File: src/rtl/mul_issue_ctrl.sv
// EX-stage issue controller for the pipelined multiplier: latches one multiply,
// pulses start, stalls the front end for the latency, then presents the product.
module mul_issue_ctrl #(
   parameter int LATENCY = 3,
   parameter int RD_W    = 5
) (
   input  logic            clk,
   input  logic            reset,
   input  logic            ex_valid,
   input  logic            ex_is_mul,
   input  logic [2:0]      ex_funct3,
   input  logic [31:0]     ex_rs1_val,
   input  logic [31:0]     ex_rs2_val,
   input  logic [RD_W-1:0] ex_rd,
   input  logic            flush,
   output logic            mul_start,
   output logic [2:0]      mul_funct3,
   output logic [31:0]     mul_a,
   output logic [31:0]     mul_b,
   input  logic [31:0]     mul_result,
   output logic            stall,
   output logic            done,
   output logic [31:0]     result,
   output logic [RD_W-1:0] rd
);

   localparam int CNT_W = $clog2(LATENCY + 1);

   typedef enum logic [1:0] {IDLE, BUSY, DONE} state_t;

   state_t            state_q, state_d;
   logic [CNT_W-1:0]  cnt_q, cnt_d;
   logic              start_q, start_d;
   logic [2:0]        funct3_q, funct3_d;
   logic [31:0]       a_q, a_d, b_q, b_d;
   logic [31:0]       result_q, result_d;
   logic [RD_W-1:0]   rd_q, rd_d;
   logic              accept;

   assign accept = (state_q == IDLE) && ex_valid && ex_is_mul && !flush;

   // Held in EX from the accept cycle until the product is captured.
   assign stall      = !flush && (accept || state_q == BUSY);
   assign done       = (state_q == DONE) && !flush;
   assign mul_start  = start_q;
   assign mul_funct3 = funct3_q;
   assign mul_a      = a_q;
   assign mul_b      = b_q;
   assign result     = result_q;
   assign rd         = rd_q;

   always_comb begin
      state_d  = state_q;
      cnt_d    = cnt_q;
      start_d  = 1'b0;
      funct3_d = funct3_q;
      a_d      = a_q;
      b_d      = b_q;
      result_d = result_q;
      rd_d     = rd_q;
      case (state_q)
         IDLE: begin
            if (accept) begin
               a_d      = ex_rs1_val;
               b_d      = ex_rs2_val;
               funct3_d = ex_funct3;
               rd_d     = ex_rd;
               start_d  = 1'b1;
               cnt_d    = CNT_W'(LATENCY - 1);
               state_d  = BUSY;
            end
         end
         BUSY: begin
            if (flush) begin
               state_d = IDLE;
            end else if (cnt_q == '0) begin
               result_d = mul_result;
               state_d  = DONE;
            end else begin
               cnt_d = cnt_q - CNT_W'(1);
            end
         end
         DONE: begin
            state_d = IDLE;
         end
         default: state_d = IDLE;
      endcase
   end

   always_ff @(posedge clk) begin
      if (reset) begin
         state_q  <= IDLE;
         cnt_q    <= '0;
         start_q  <= 1'b0;
         funct3_q <= '0;
         a_q      <= '0;
         b_q      <= '0;
         result_q <= '0;
         rd_q     <= '0;
      end else begin
         state_q  <= state_d;
         cnt_q    <= cnt_d;
         start_q  <= start_d;
         funct3_q <= funct3_d;
         a_q      <= a_d;
         b_q      <= b_d;
         result_q <= result_d;
         rd_q     <= rd_d;
      end
   end

endmodule

File: config.mk
export PLATFORM = sky130hd
export DESIGN_NAME = mul_issue_ctrl
export DESIGN_NICKNAME = d
export VERILOG_FILES = /design/src/rtl/mul_issue_ctrl.sv
export SDC_FILE = /design/constraint.sdc
export NUM_CORES = 1
export LEC_CHECK = 0
export CAP_MARGIN = 20
export CELL_PAD_IN_SITES_DETAIL_PLACEMENT = 2
export CELL_PAD_IN_SITES_GLOBAL_PLACEMENT = 2
export CORE_MARGIN = 5
export CORE_UTILIZATION = 21
export DETAILED_ROUTE_END_ITERATION = 10
export GPL_TIMING_DRIVEN = 0
export PLACE_DENSITY = 0.88
export SLEW_MARGIN = 25
export SYNTH_ARGS = -nofsm -noshare
export SYNTH_HDL_FRONTEND = slang
export SYNTH_SLANG_ARGS = --single-unit
File: constraint.sdc
create_clock -name clk -period 1.95 [get_ports clk]
set_clock_uncertainty 0.05 [all_clocks]
set_input_delay 0.195 -clock clk [delete_from_list [all_inputs] [get_ports clk]]
set_output_delay 0.195 -clock clk [all_outputs]
set_load 0.005 [all_outputs]
# ---- After elaboration in Yosys (flattened, before gate mapping)
# Cells that the tools add are included.
dict set report classes {
  eq_ne 6
  muxes 9
  n_reduce_logical 15
  bitwise_logic 2
  n_addsub 1
}
# cell count
set ops {}
lappend ops {{$mux 2} 6}
lappend ops {{$pmux 2 s2} 2}
lappend ops {{$ne 2x2->1 const B} 3}
lappend ops {{$logic_and 1x1->1} 5}
lappend ops {{$logic_not 2->1} 2}
lappend ops {{$reduce_and 2->1} 2}
lappend ops {{$reduce_and 4->1} 1}
lappend ops {{$ne 3x2->1 const B} 1}
lappend ops {{$reduce_and 3->1} 1}
lappend ops {{$eq 2x1->1 const B} 1}
lappend ops {{$eq 2x2->1 const B} 1}
lappend ops {{$not 1->1} 2}
lappend ops {{$reduce_bool 2->1} 1}
lappend ops {{$reduce_or 2->1} 1}
lappend ops {{$sub 2x1->2 const B} 1}
lappend ops {{$logic_not 1->1} 1}
lappend ops {{$logic_or 1x1->1} 1}
lappend ops {{$mux 1} 1}
dict set report totals {
  ff_bits 109
  inputBits 109
  elab_cells 41
  output_inout_bits 107
}

# ---- Depth between registers and ports, before layout
dict set report logic_depth {
  depth_word 6
  mapped_depth 7
  mapped_depth_nobuf 5
}

# ---- Least setup slack after synthesis
# Ideal clock, no wire load.
dict set report synth_timing {
  path_type {register -> register}
  from {reg cnt_q[0]}
  to {reg cnt_q[0]}
  required_time_ns 1.831
  path_slack_ns 0.408
  setup_time_ns 0.069
  synth_period_minus_slack_ns 1.542
  n_path_buf 0
  arrival_time_ns 1.423
  stages_incl_launch_ff 6
  cell_sequence {dfxtp_1 inv_1 ha_1 or4b_4 or3_1 o21ai_1}
}
dict set report synth_via {
  elab_chain_len 4
  elab_cells_between_ends 7
  classes_between {1 x add/sub; 1 x eq/ne; 3 x mux; 2 x reduce/logical}
}
# element line
set synth_rtl {}
lappend synth_rtl {{start: declaration} 32} ;# logic [CNT_W-1:0] cnt_q, cnt_d;
lappend synth_rtl {{start signal: assignment} 102} ;# cnt_q <= cnt_d;
lappend synth_rtl {{$sub 2x1->2} 80} ;# cnt_d = cnt_q - CNT_W'(1);
lappend synth_rtl {{$mux 2} 76} ;# end else if (cnt_q == '0) begin
lappend synth_rtl {{$mux 2} 74} ;# if (flush) begin
lappend synth_rtl {{$pmux 2 s2} 61} ;# case (state_q)
# Several ways; a longest one is shown, not always the timed one. The select of a mux whose other input is x is not followed.
# A chain may end at the register's enable or synchronous reset.

# ---- Worst setup path after layout
dict set report layout_timing {
  from {in flush}
  to {out done}
}
dict set report layout_via {
  elab_chain_len 2
}
# element line
set layout_rtl {}
lappend layout_rtl {{start: declaration} 15} ;# input logic flush,
lappend layout_rtl {{$logic_not 1->1} 44} ;# assign done = (state_q == DONE) && !flush;
lappend layout_rtl {{$logic_and 1x1->1} 44}
lappend layout_rtl {{end: declaration} 22} ;# output logic done,
# No other way between the ends.

==> flow_metrics.py <==
metrics = {
    "status": {
        "run_status": "finished, final reports clean",
    },
    "global_routing": {
        "antenna_found_initial": 0,
        "overflow": 0,
        "grt_pass1_wl_mm": 24.3,
        "grt_max_degree": 19,
        "grt_pass1_vias": 4440,
        "grt_usage_pct": 13.8,
    },
    "floorplanning": {
        "ios": 216,
        "rows": 51,
        "dieArea_um2": 22800,
        "core_um2": 19500,
        "die_width_um": 151,
        "die_h_um": 151,
        "start_util_pct": 21.4,
    },
    "sta": {
        "post-route-period-util_pct": 94.2,
        "post-route-min-period_ns": 1.84,
        "max_freq_ghz": 0.545,
        "rsz0062_at_grt": "no",
        "worstMarginPinSlew_ns": 0.485,
        "finalMaxSlewViolations": 0,
        "hold_viol": 0,
        "relSlewSlack_pct": 67.6,
        "final.setup.worst_slack_ns": 0.114,
        "setup_viol": 0,
        "holdWs_ns": 0.240,
    },
    "synthesis": {
        "synth_warnings": 0,
        "synthTopCellsByArea": "dfxtp_1, nand2_1, mux2i_1, a21oi_1, clkbuf_1",
        "synth_area_leader_cell": "dfxtp_1",
        "yosysTopAreaCellShare_pct": 52.3,
        "synth-seq-cells": 109,
        "synth.distinct_cells": 25,
        "syn_inst": 479,
        "seq_area_frac_synth_pct": 52.3,
        "synth_area_per_cell_um2": 8.71,
        "synth.net_count": 589,
        "synth_area_um2": 4170,
    },
    "final_layout": {
        "fill_cells": 2213,
        "postLayoutCoreUtil_pct": 35.7,
        "n_antenna_cell": 0,
        "nNetsFinal": 814,
        "area_growth_pct": 66.9,
        "drive_above_1_share_pct": 5.64,
    },
    "routing": {
        "wl_per_cell_um": 16.2,
        "dr.pass1.iters": 3,
        "drc": 0,
        "routed_via_density": 4.17,
        "drtIter0Drc": 92,
        "dr_total_vias": 4057,
        "routed_wl_mm": 15.7,
        "detail-route-antenna-nets": 0,
    },
    "clocking": {
        "numCtsBuffers": 9,
        "cts_root_buffer": "clkbuf_16",
        "clk_path_buf_depth": 2,
        "cts.clk_slew.worst_paths_ns": 0.07,
        "hold_buffers": 0,
        "h-tree-depth": 3,
        "clk_latency_ns": 0.35,
        "clkSinkCount": 109,
        "cts_tree": "yes",
        "cts_setup_buffers": 0,
    },
    "setup_path": {
        "crit_path_end_kind": "output port",
        "startpoint_type": "primary input",
        "cp_data_arrival_time_ns": 1.59,
        "required_ns": 1.70,
        "crit_type": "primary input to output port",
        "cp_max_fo": 7,
    },
    "place": {
        "place_ws_ns": -0.158,
        "gp_congestion": 0.712,
        "place_hpwl_mm": 12.4,
        "port_buffers": 214,
    },
    "hold_path": {
        "hold_class": "primary input to flop",
    },
    "power_and_ir_drop": {
        "power.density_nw_per_um2": 699,
        "p_total_uw": 4870,
        "peakVddDrop_mv": 0.358,
        "leakagePower_uw": 0.00248,
    },
    "run": {
        "maxCapViolCount": 0,
    },
}
==> area by class of cell <==
cell class | instances | area (µm²) | area share, %
clock inverter | 6 | 70.1 | 1.01
multi-input combinational | 329 | 1800 | 25.9
buffer | 36 | 173 | 2.48
sequential | 109 | 2180 | 31.4
inverter | 5 | 18.8 | 0.269
timing repair buffer | 214 | 2140 | 30.8
clock buffer | 10 | 239 | 3.43
tap | 265 | 332 | 4.76
==> where the power goes <==
group	switching [µW]	internal (µW)	total (µW)
clock network	896	1040	1940
registers	33.4	2290	2320
logic	234	374	608
total	1160	3710	4870
==> flip-flops by register name (all words and copies together) (netlist names) <==
name        flops
cnt_q           2
mul_a          32
mul_b          32
mul_funct3      3
mul_start       1
rd              5
result         32
state_q         2
==> critical path, stage by stage <==
cell and delay (ns):
clkdlybuf4s50_1 0.56, nor3b_2 0.27, clkdlybuf4s50_1 0.56
==> per-stage QoR <==
| step | std cells | area (µm²) | setup TNS, ns |
|---|---|---|---|
| floorplan | 479 | 4170 | 0 |
| global placement | 958 | 6650 | -5.04 |
| detailed placement | 958 | 6650 | -4.63 |
| CTS | 974 | 6960 | 0 |
| global route | 974 | 6970 | 0 |
| finish | 974 | 6970 | 0 |
==> synth_stat cells <==
cell type	n
a211oi_1	1
a21oi_1	32
and2_1	1
buf_1	1
buf_2	12
buf_4	6
clkbuf_1	17
dfxtp_1	109
ha_1	1
inv_1	4
inv_2	1
mux2_1	1
mux2i_1	72
nand2_1	210
nand3_1	1
nand4bb_1	1
nor2_1	1
nor3b_1	1
nor4_1	1
nor4_2	1
nor4bb_1	1
o21ai_1	1
o221a_1	1
or3_1	1
or4b_4	1
==> kinds of logic after synthesis <==
| logic type | count (synthesis) | share of synthesized area [%] |
|---|---|---|
| simple gates | 220 | 20.9 |
| flops | 109 | 52.3 |
| mux | 73 | 17.5 |
| buf+inv | 41 | 4.59 |
| compound gates | 35 | 4.41 |
| fa+ha+maj | 1 | 0.300 |
==> timing repair <==
item / in CTS / in global routing
endpoints found under the setup margin: 1 / 2
gates resized for setup: 1 / 3
hold endpoints to repair: 0 / 0
==> path summary, 6_finish.rpt <==
kind / from / endpoint / slack [ns] / cells past startpoint
min: reset / result[0] / 0.24 / 2
min reg2reg: mul_b[10] / mul_b[10] / 0.41 / 2
max: flush / done / 0.11 / 3
max reg2reg: cnt_q[0] / result[25] / 0.26 / 7
==> per-layer routing <==
| layer | routed length [µm] | part of all wire (%) | GRT usage (%) |
|---|---|---|---|
| met5 | 0 | 0 | 0 |
| met4 | 100 | 0.64 | 2.45 |
| met3 | 1650 | 10 | 6.70 |
| met2 | 7630 | 48 | 23.9 |
| met1 | 6370 | 40 | 15.5 |
==> layout by cell type (no fill, tap or decap), types with 2 or more instances in the layout <==
| master | n |
|---|---|
| clkdlybuf4s50_1 | 213 |
| nand2_1 | 210 |
| mux2i_1 | 72 |
| dfxtp_2 | 2 |
| clkbuf_16 | 9 |
| inv_1 | 4 |
| a21oi_1 | 32 |
| dfxtp_1 | 107 |
| buf_4 | 6 |
| clkinv_4 | 3 |
| clkbuf_1 | 17 |
| buf_2 | 12 |
Note: power is estimated with default switching activity, not from simulation.
